## src/rtl/voice_pkg.sv

```systemverilog
// rtl/voice_pkg.sv - shared constants, note table and FSM states for the voice scheduler
package voice_pkg;

  localparam int NUM_KEYS = 13;

  localparam logic [31:0] NOTE_TABLE [NUM_KEYS] = '{
    32'd191113, 32'd180387, 32'd170262, 32'd160706, 32'd151686,
    32'd143173, 32'd135137, 32'd127553, 32'd120394, 32'd113636,
    32'd107258, 32'd101238, 32'd95556
  };

  typedef enum logic [1:0] {SCAN, DIV_WAIT, RESCALE, RESCALE_WAIT} sched_state_t;

  // Out-of-range key indices read as 0 rather than indexing past the table.
  function automatic logic [31:0] note_lookup(input logic [3:0] key);
    logic [31:0] note;
    note = '0;
    if (key < 4'(NUM_KEYS)) note = NOTE_TABLE[key];
    return note;
  endfunction

  function automatic logic [2:0] scale_eff(input logic [2:0] s);
    return (s == 3'd0) ? 3'd1 : s;
  endfunction

endpackage

```

## src/rtl/note_divider.sv

```systemverilog
// rtl/note_divider.sv - restoring divider, 1 load cycle plus one quotient bit per cycle
module note_divider #(
  parameter int W = 32
) (
  input  logic         clk,
  input  logic         reset_n,
  input  logic         start,
  input  logic [W-1:0] dividend,
  input  logic [W-1:0] divisor,
  output logic         done,
  output logic [W-1:0] quotient
);

  localparam int CW = $clog2(W) + 1;

  logic         busy_q;
  logic [W-1:0] rem_q;
  logic [W-1:0] quo_q;
  logic [W-1:0] dvs_q;
  logic [CW-1:0] iter_q;
  logic [W:0]   shifted;
  logic [W:0]   diff;

  always_comb begin
    shifted = {rem_q, quo_q[W-1]};
    diff    = shifted - {1'b0, dvs_q};
  end

  always_ff @(posedge clk or negedge reset_n) begin
    if (!reset_n) begin
      busy_q <= 1'b0;
      rem_q  <= '0;
      quo_q  <= '0;
      dvs_q  <= '0;
      iter_q <= '0;
      done   <= 1'b0;
    end else begin
      done <= 1'b0;
      if (!busy_q) begin
        if (start) begin
          busy_q <= 1'b1;
          rem_q  <= '0;
          quo_q  <= dividend;
          dvs_q  <= divisor;
          iter_q <= '0;
        end
      end else begin
        // Quotient bits shift in from the bottom as dividend bits shift out the top.
        if (!diff[W]) begin
          rem_q <= diff[W-1:0];
          quo_q <= {quo_q[W-2:0], 1'b1};
        end else begin
          rem_q <= shifted[W-1:0];
          quo_q <= {quo_q[W-2:0], 1'b0};
        end
        iter_q <= iter_q + 1'b1;
        if (iter_q == CW'(W - 1)) begin
          busy_q <= 1'b0;
          done   <= 1'b1;
        end
      end
    end
  end

  assign quotient = quo_q;

endmodule

```

## src/rtl/voice_scheduler.sv

```systemverilog
// rtl/voice_scheduler.sv - scans keys, allocates tone voices and computes half periods
module voice_scheduler
  import voice_pkg::*;
#(
  parameter int NUM_KEYS   = 13,
  parameter int NUM_VOICES = 4,
  parameter int CNT_W      = 32
) (
  input  logic                          clk,
  input  logic                          reset_n,
  input  logic [NUM_KEYS-1:0]           KEYBOARD,
  input  logic [2:0]                    scale,
  output logic [NUM_VOICES-1:0]         voice_active,
  output logic [NUM_VOICES*4-1:0]       voice_key,
  output logic [NUM_VOICES*CNT_W-1:0]   voice_half_period,
  output logic                          voice_update,
  output logic                          alloc_overflow
);

  localparam int VI_W = (NUM_VOICES > 1) ? $clog2(NUM_VOICES) : 1;

  sched_state_t          state_q, state_n;
  logic [3:0]            ptr_q, ptr_n;
  logic [VI_W-1:0]       vidx_q, vidx_n;
  logic [2:0]            scale_lat_q, scale_lat_n;
  logic                  skip_q, skip_n;
  logic                  overflow_q, overflow_n;
  logic                  upd_q, upd_n;
  logic                  div_start_q, div_start_n;
  logic [NUM_VOICES-1:0] active_q, active_n;
  logic [3:0]            key_q [NUM_VOICES];
  logic [3:0]            key_n [NUM_VOICES];
  logic [CNT_W-1:0]      hp_q  [NUM_VOICES];
  logic [CNT_W-1:0]      hp_n  [NUM_VOICES];

  logic                  pressed;
  logic                  owned;
  logic [VI_W-1:0]       owner;
  logic                  free_found;
  logic [VI_W-1:0]       free_idx;
  logic                  advance;
  logic                  skip_now;
  logic [2:0]            scale_now;

  logic                  div_done;
  logic [31:0]           div_quotient;
  logic [31:0]           div_dividend;
  logic [31:0]           div_divisor;

  assign div_dividend = (state_q == DIV_WAIT) ? note_lookup(ptr_q) : note_lookup(key_q[vidx_q]);
  assign div_divisor  = {28'd0, scale_lat_q, 1'b0};
  assign scale_now    = scale_eff(scale);
  assign pressed      = KEYBOARD[ptr_q];

  note_divider #(.W(32)) u_div (
    .clk      (clk),
    .reset_n  (reset_n),
    .start    (div_start_q),
    .dividend (div_dividend),
    .divisor  (div_divisor),
    .done     (div_done),
    .quotient (div_quotient)
  );

  always_comb begin
    owned      = 1'b0;
    owner      = '0;
    free_found = 1'b0;
    free_idx   = '0;
    for (int v = 0; v < NUM_VOICES; v++) begin
      if (active_q[v] && key_q[v] == ptr_q) begin
        owned = 1'b1;
        owner = VI_W'(v);
      end
      if (!active_q[v] && !free_found) begin
        free_found = 1'b1;
        free_idx   = VI_W'(v);
      end
    end
  end

  always_comb begin
    state_n     = state_q;
    ptr_n       = ptr_q;
    vidx_n      = vidx_q;
    scale_lat_n = scale_lat_q;
    skip_n      = skip_q;
    overflow_n  = overflow_q;
    upd_n       = 1'b0;
    div_start_n = 1'b0;
    active_n    = active_q;
    key_n       = key_q;
    hp_n        = hp_q;
    advance     = 1'b0;
    skip_now    = 1'b0;

    case (state_q)
      SCAN: begin
        if (pressed && !owned) begin
          if (free_found) begin
            vidx_n      = free_idx;
            div_start_n = 1'b1;
            state_n     = DIV_WAIT;
          end else begin
            skip_now = 1'b1;
            advance  = 1'b1;
          end
        end else if (!pressed && owned) begin
          active_n[owner] = 1'b0;
          hp_n[owner]     = '0;
          upd_n           = 1'b1;
          advance         = 1'b1;
        end else begin
          advance = 1'b1;
        end
      end
      DIV_WAIT: begin
        if (div_done) begin
          key_n[vidx_q]    = ptr_q;
          hp_n[vidx_q]     = CNT_W'(div_quotient);
          active_n[vidx_q] = 1'b1;
          upd_n            = 1'b1;
          state_n          = SCAN;
          advance          = 1'b1;
        end
      end
      RESCALE: begin
        if (active_q[vidx_q]) begin
          div_start_n = 1'b1;
          state_n     = RESCALE_WAIT;
        end else if (vidx_q == VI_W'(NUM_VOICES - 1)) begin
          state_n = SCAN;
          ptr_n   = '0;
        end else begin
          vidx_n = vidx_q + 1'b1;
        end
      end
      RESCALE_WAIT: begin
        if (div_done) begin
          hp_n[vidx_q] = CNT_W'(div_quotient);
          upd_n        = 1'b1;
          if (vidx_q == VI_W'(NUM_VOICES - 1)) begin
            state_n = SCAN;
            ptr_n   = '0;
          end else begin
            vidx_n  = vidx_q + 1'b1;
            state_n = RESCALE;
          end
        end
      end
      default: state_n = SCAN;
    endcase

    // Pass boundary: publish overflow from the finished pass and check for a scale change.
    if (advance) begin
      if (ptr_q == 4'(NUM_KEYS - 1)) begin
        ptr_n      = '0;
        overflow_n = skip_q | skip_now;
        skip_n     = 1'b0;
        if (scale_now != scale_lat_q) begin
          scale_lat_n = scale_now;
          vidx_n      = '0;
          state_n     = RESCALE;
        end
      end else begin
        ptr_n  = ptr_q + 1'b1;
        skip_n = skip_q | skip_now;
      end
    end
  end

  always_ff @(posedge clk or negedge reset_n) begin
    if (!reset_n) begin
      state_q     <= SCAN;
      ptr_q       <= '0;
      vidx_q      <= '0;
      scale_lat_q <= 3'd1;
      skip_q      <= 1'b0;
      overflow_q  <= 1'b0;
      upd_q       <= 1'b0;
      div_start_q <= 1'b0;
      active_q    <= '0;
      for (int v = 0; v < NUM_VOICES; v++) begin
        key_q[v] <= '0;
        hp_q[v]  <= '0;
      end
    end else begin
      state_q     <= state_n;
      ptr_q       <= ptr_n;
      vidx_q      <= vidx_n;
      scale_lat_q <= scale_lat_n;
      skip_q      <= skip_n;
      overflow_q  <= overflow_n;
      upd_q       <= upd_n;
      div_start_q <= div_start_n;
      active_q    <= active_n;
      key_q       <= key_n;
      hp_q        <= hp_n;
    end
  end

  always_comb begin
    for (int v = 0; v < NUM_VOICES; v++) begin
      voice_key[v*4 +: 4]                 = key_q[v];
      voice_half_period[v*CNT_W +: CNT_W] = hp_q[v];
    end
  end

  assign voice_active   = active_q;
  assign voice_update   = upd_q;
  assign alloc_overflow = overflow_q;

endmodule

```

## config.mk

```make
export PLATFORM = sky130hd
export DESIGN_NAME = voice_scheduler
export DESIGN_NICKNAME = d
export VERILOG_FILES = /design/src/rtl/voice_pkg.sv /design/src/rtl/note_divider.sv /design/src/rtl/voice_scheduler.sv
export SDC_FILE = /design/constraint.sdc
export NUM_CORES = 1
export LEC_CHECK = 0
export ABC_AREA = 1
export CORE_UTILIZATION = 40
export DETAILED_ROUTE_END_ITERATION = 16
export MAX_ROUTING_LAYER = met4
export PLACE_DENSITY = 0.59
export SLEW_MARGIN = 20
export SYNTH_ARGS = -nofsm -noshare
export SYNTH_HDL_FRONTEND = slang
export SYNTH_SLANG_ARGS = --single-unit
```

## constraint.sdc

```tcl
create_clock -name clk -period 6.7 [get_ports clk]
set_input_delay 1.34 -clock clk [delete_from_list [all_inputs] [get_ports clk]]
set_output_delay 1.34 -clock clk [all_outputs]
set_load 0.01 [all_outputs]
```

# ---- Word-level counts from Yosys, hierarchy flattened
# Memories as Yosys holds them, arrays and structs flattened.
# Index checks and enable logic that the tools add are counted.
dict set report op_classes {
  magnitude_cmp 13
  n_reduce_logical 34
  add_sub_neg 4
  eq_ne 17
  bitwise_logic 11
  muxes 102
}
# op count
set ops {}
lappend ops {{two-way mux 32 bit} 14}
lappend ops {{two-way mux 128 bit} 3}
lappend ops {{case mux 128 bit (2 select lines)} 1}
lappend ops {{bitwise AND 128 bit} 1}
lappend ops {{bitwise mux 128 bit} 1}
lappend ops {{demux 32 bit (select 2 bit)} 2}
lappend ops {{inverter 128 bit} 1}
lappend ops {{two-way mux 2 bit} 22}
lappend ops {{two-way mux 4 bit} 11}
lappend ops {{subtractor 33 x 4 -> 33 bit} 1}
lappend ops {{two-way mux 1 bit} 31}
lappend ops {{bitwise mux 16 bit} 1}
lappend ops {{equality test 4 bit} 4}
lappend ops {{case mux 4 bit (2 select lines)} 2}
lappend ops {{logical AND 1 bit} 13}
lappend ops {{two-way mux 6 bit} 2}
lappend ops {{>= comparator 5 bit (second input constant)} 2}
lappend ops {{inverter 4 -> 5 bit} 2}
lappend ops {{binary-select mux 4 bit (select 2 bit)} 1}
lappend ops {{demux 4 bit (select 2 bit)} 1}
lappend ops {{< comparator 4 bit (second input constant)} 2}
lappend ops {{case mux 2 bit (4 select lines)} 1}
lappend ops {{AND reduction 4 bit} 2}
lappend ops {{logical NOT 1 bit} 7}
lappend ops {{36 further kinds} 53}
dict set report totals {
  mem_bits_ro 1024
  input_bits 18
  ff_bits 238
  mem_count 2
}
# memory words word_bits read_ports rd_ports_with_merged_regs write_ports line
set memory_table {}
lappend memory_table {{(no name shown)} 16 32 1 0 0 voice_pkg.sv:18} ;# if (key < 4'(NUM_KEYS)) note = NOTE_TABLE[key];
lappend memory_table {{(no name shown)} 16 32 1 0 0 voice_pkg.sv:18}

# ---- Longest topological paths before layout
dict set report logic_depth {
  word_depth 15
  ltp_mapped 17
}

# ---- By module
# Synthesis repeated with hierarchy kept, for this count alone.
dict set report hier_totals {
  hier_cells 2026
  area_unflattened_um2 15102.0
}
# mod area_per_inst_um2 cells_each n_inst seq_area_each_um2
set modules_own_cells {}
lappend modules_own_cells {voice_scheduler 7752.4 936 1 4080.2}
lappend modules_own_cells {note_divider 7349.5 1090 1 2602.5}

# ---- Worst setup path before layout
# No wires, ideal clock.
dict set report synth_path {
  path_type {in2reg}
  from {in KEYBOARD[8]}
  to {reg hp_q, in the netlist voice_half_period[34]}
  cell_stages 10
  arrival_ns 2.454
  slack_ns 4.112
  setup_ns 0.133
  required_time_ns 6.567
  cell_sequence {or2_2 > nand3_1 > nand4_1 > nand2_1 > nand3_2 > nand2_4 > nand2_4 > buf_6 > nand2_1 > o21ai_0}
}
dict set report synth_between {
  elab_chain_cells 6
}
# item line
set synth_rtl {}
lappend synth_rtl {{start: declaration} voice_scheduler.sv:11} ;# input logic [NUM_KEYS-1:0] KEYBOARD,
lappend synth_rtl {{binary-select mux 1 bit (select 4 bit) *} voice_scheduler.sv:53} ;# assign pressed = KEYBOARD[ptr_q];
lappend synth_rtl {{two-way mux 1 bit (not written as such) *} voice_scheduler.sv:53}
lappend synth_rtl {{logical NOT 1 bit} voice_scheduler.sv:108} ;# end else if (!pressed && owned) begin
lappend synth_rtl {{logical AND 1 bit} voice_scheduler.sv:108}
lappend synth_rtl {{inequality test 2 bit (no line)} n/a}
lappend synth_rtl {{AND reduction 4 bit (no line) *} n/a}
lappend synth_rtl {{end signal: assignment} voice_scheduler.sv:198} ;# hp_q <= hp_n;
lappend synth_rtl {{end: declaration} voice_scheduler.sv:33} ;# logic [CNT_W-1:0] hp_q [NUM_VOICES];
# Every way passes the cells marked *; elsewhere a longest branch is shown, timed or not. The select of a mux whose other input is x is not followed.
# A chain may end at the register's enable or synchronous reset.

# ---- Worst setup path after layout
dict set report layout_path {
  from {reg active_q[1] (netlist: voice_active[1])}
  to {out voice_active[1]}
}
# item line
set layout_rtl {}
lappend layout_rtl {{start: declaration} voice_scheduler.sv:30} ;# logic [NUM_VOICES-1:0] active_q, active_n;
lappend layout_rtl {{start signal: assignment} voice_scheduler.sv:196} ;# active_q <= active_n;
lappend layout_rtl {{end: declaration} voice_scheduler.sv:13} ;# output logic [NUM_VOICES-1:0] voice_active,
# No word-level cell between the ends.

==> results by group <==
Critical path
  • Critical path's slowest cell: clkdlybuf4s50_1
  • CP Capture Point: voice_active[1]
  • Slowest cell delay on critical path: 0.61 ns
  • Worst Setup End Kind: output port
  • Worst setup startpoint: voice_active[1]
  • Reg2reg start: ptr_q[3]
  • Worst path required time: 5.36 ns
  • CP Cell Sequence: clkdlybuf4s50_1
  • Startpoint types: register
  • Critical path class: reg -> out
  • Worst R2R Setup Slack: 3.72 ns
  • Crit path depth: 1
  • Worst Path Buf+Inv: 1
  • Crit Reg-Reg Endpoint: voice_half_period[73]
  • Worst-path fanout max: 7
  • Top cell family by delay on the critical path: buffers and inverters
  • Crit path DAT: 1.67 ns
  • Worst-case reg-to-reg path depth: 13

Synthesis
  • Synth Area in Adders: 0.01955
  • Post-Syn Nets: 1549
  • Mapped Cells: 1513
  • Yosys reg bits: between 200 and 250
  • Synth warnings: 0
  • Register area share after synthesis: 0.5004
  • Synth Area in Compound Gates: 0.1326
  • Synth cell types: 44
  • Mapped Avg Cell Area: ~8 sq um
  • Largest family of logic cells by synthesized area: simple AND/OR/NAND/NOR gates
  • Mapped Area: 0.01190 sq mm
  • Post-synthesis simple-gate area fraction: 0.2592
  • Multiplexer area fraction after synthesis: 0
  • Synth Area in XOR/XNOR: 0.01398

STA
  • Hold Vio Cnt, Final: 0
  • Peak Freq: 332.0 MHz
  • WHS: 0.4692 ns
  • Setup WS post-layout: 3.688 ns
  • RSZ-0062 raised after global routing: false
  • Final setup TNS: 0 ns
  • Tmin final: between 3 and 4 ns
  • # setup viols final: 0
  • Final Skew: 0.01236 ns
  • Final Max Tran Viols: 0
  • Worst slew margin: 0.3829
  • Slew @ Worst Pin: 0.9194 ns
  • Fin crit share: 0.4496

Layout
  • Layout cells sized above 1: 0.05556
  • Layout area overhead: 24.26%
  • Fill count: 2863
  • Most common cell after layout, fill and taps aside: nand2_1
  • Commonest non-fill, non-tap cells in the layout: 509 x nand2_1, 237 x dfrtp_1, 188 x o21ai_0
  • Final core occ: 0.5098
  • Inserted Diodes: 0
  • Final net count: around 1700

Drt
  • WL/cell: 16.78 microns
  • Wirelength, routed: between 30000 and 40000 microns
  • Drt drc: 0
  • Drt via density: between 5 and 6
  • Initial DRC Count: 892
  • Drt first pass iters: 5
  • Via Count: 10560
  • Antenna-violating nets left: 0

CTS
  • Setup Fix Bufs, Post-CTS: 0
  • Max clock buf depth: 3
  • H-tree depth: 1
  • Total CTS buffers: 27
  • CTS root buffer: clkbuf_16
  • Clk slew on worst S/H paths: roughly 0.06 ns
  • CTS tree: done
  • Clk_lat worst skew: ~0.54 ns
  • Clock Sink Count: 238
  • CTS resizes: 0
  • CTS hold repair buffers: 0

Floorplan
  • Die Y-Extent: 174.5 microns
  • Row Count: 62
  • Die area: 0.03045 sq mm
  • Core area: 0.02901 sq mm
  • Initial Util: 0.4103
  • I/O pin cnt: around 170
  • Die Wd: 174.5 microns

Placement
  • PortBufs: 167
  • Place WS: 3.320 ns
  • Post-DP HPWL: around 24000 microns
  • RePlAce Congestion: just under 0.9

Hold path
  • HP Class: reg -> reg

Power and ir drop
  • Pleak: 6.932 nW
  • Overall Power: 0.004218 W
  • Cell Int Power: 0.002988 W
  • Switching share of power: 0.2916
  • Combinational Power Share: 0.171
  • Switch Pwr: 0.001230 W
  • Register share of total power: 0.430
  • Max VDD drop: 0.1913 mV
  • Clock share of power: 0.400
  • Power density over the cells: 285.1 mW/mm^2

Global routing
  • GR Overflow Total: 0
  • Largest net degree at the start of global routing: 144
  • Total GRT Usage: 0.2361
  • First-pass GRT wire length: 56320 microns
  • Number of global-route vias before repair: 9839
  • Initial antenna violation count: 0

Job
  • Max Cap Viol: 0

Status
  • Status: finished clean
==> per-layer routing <==
| layer | global-route usage | routed length (microns) | up-vias |
|---|---|---|---|
| met3 | 0.03171 | 1953 | 35 |
| li1 | - | - | 5182 |
| met2 | 0.3327 | 14610 | 323 |
| met1 | 0.3619 | 17450 | 5020 |
| met5 | - | 0 | - |
| met4 | 0.04239 | 503 | 0 |
==> registers in the layout (all words and copies together), names as in the netlist, 2 cells and up <==
signal	flops
ptr_q	4
voice_active	4
voice_key	16
u_div.quotient	32
state_q	2
voice_half_period	128
u_div.dvs_q	3
u_div.iter_q	6
u_div.rem_q	32
vidx_q	2
scale_lat_q	3
==> Yosys cell counts, drive strengths merged <==
cell / n / area [sq um]
nand2: 518 / 1987
dfrtp: 237 / 5931
o21ai: 196 / 980.9
inv: 130 / 488.0
nor2: 119 / 459.2
nand3: 85 / 452.9
buf: 35 / 267.8
clkbuf: 31 / 116.4
a21oi: 25 / 125.1
o22ai: 21 / 131.4
nand4: 18 / 112.6
a22oi: 17 / 127.6
ha: 17 / 212.7
o211ai: 12 / 90.09
xor2: 10 / 87.58
xnor2: 9 / 78.83
nor3: 6 / 35.03
o21bai: 6 / 45.04
or2: 4 / 25.02
clkinv: 3 / 11.26
o31ai: 2 / 15.01
a211o: 1 / 8.760
a211oi: 1 / 7.510
a21boi: 1 / 7.510
a21o: 1 / 7.510
a22o: 1 / 8.760
a2bb2oi: 1 / 8.760
a31oi: 1 / 6.260
and2: 1 / 6.260
dfstp: 1 / 26.28
fa: 1 / 20.02
nor3b: 1 / 7.510
o221ai: 1 / 8.760
==> cells by family (layout without fill, tap and decap cells) <==
logic type / Yosys count / in the layout
simple gates: 752 / 752
compound gates: 287 / 287
flops: 238 / 238
buf+inv: 199 / 360
xor+xnor: 19 / 19
fa+ha+maj: 18 / 18
==> worst min-delay path, delay by kind of cell (launching register included) <==
kind / cells / cell delay, ns
flops: 1 / 0.34
simple gates: 2 / 0.10
==> through the flow <==
step | instances | area (sq um)
4_1_cts | 2058 | 14790
2_1_floorplan | 1513 | 11900
3_5_place_dp | 2008 | 13770
6_report | 2058 | 14790
3_3_place_gp | 2008 | 13770
5_1_grt | 2058 | 14790
==> power groups by stage <==
| stage | Clock [W] | Sequential [W] | Combinational [W] |
|---|---|---|---|
| after floorplan | 0 | 0.00180 | 0.000420 |
| after global placement | 0 | 0.00183 | 0.000705 |
| after detailed placement | 0 | 0.00183 | 0.000724 |
| after CTS | 0.00172 | 0.00181 | 0.000726 |
| after global routing | 0.00177 | 0.00184 | 0.000825 |
| final | 0.00169 | 0.00181 | 0.000720 |
==> layout make-up <==
cell class                      instances  area, sq um  share of cell area
Sequential cell                       238         5957              0.4027
Inverter                              133        499.2             0.03375
Timing Repair Buffer                  177         1764              0.1193
Tap cell                              384        480.5             0.03248
Clock inverter                         16        282.8             0.01912
Clock buffer                           34        742.0             0.05016
Multi-Input combinational cell       1076         5066              0.3425
==> worst min path at each step <==
stage	from	to	slack, ns	depth (start not counted)
2_1_floorplan	u_div.iter_q[5]	u_div.done	0.44	1
3_3_place_gp	voice_half_period[1]	voice_half_period[1]	0.45	2
3_5_place_dp	voice_half_period[15]	voice_half_period[15]	0.46	2
4_1_cts	voice_half_period[15]	voice_half_period[15]	0.47	2
5_1_grt	voice_half_period[22]	voice_half_period[22]	0.50	2
6_report	voice_half_period[15]	voice_half_period[15]	0.47	2
Note: power is estimated with default switching activity, not from simulation.
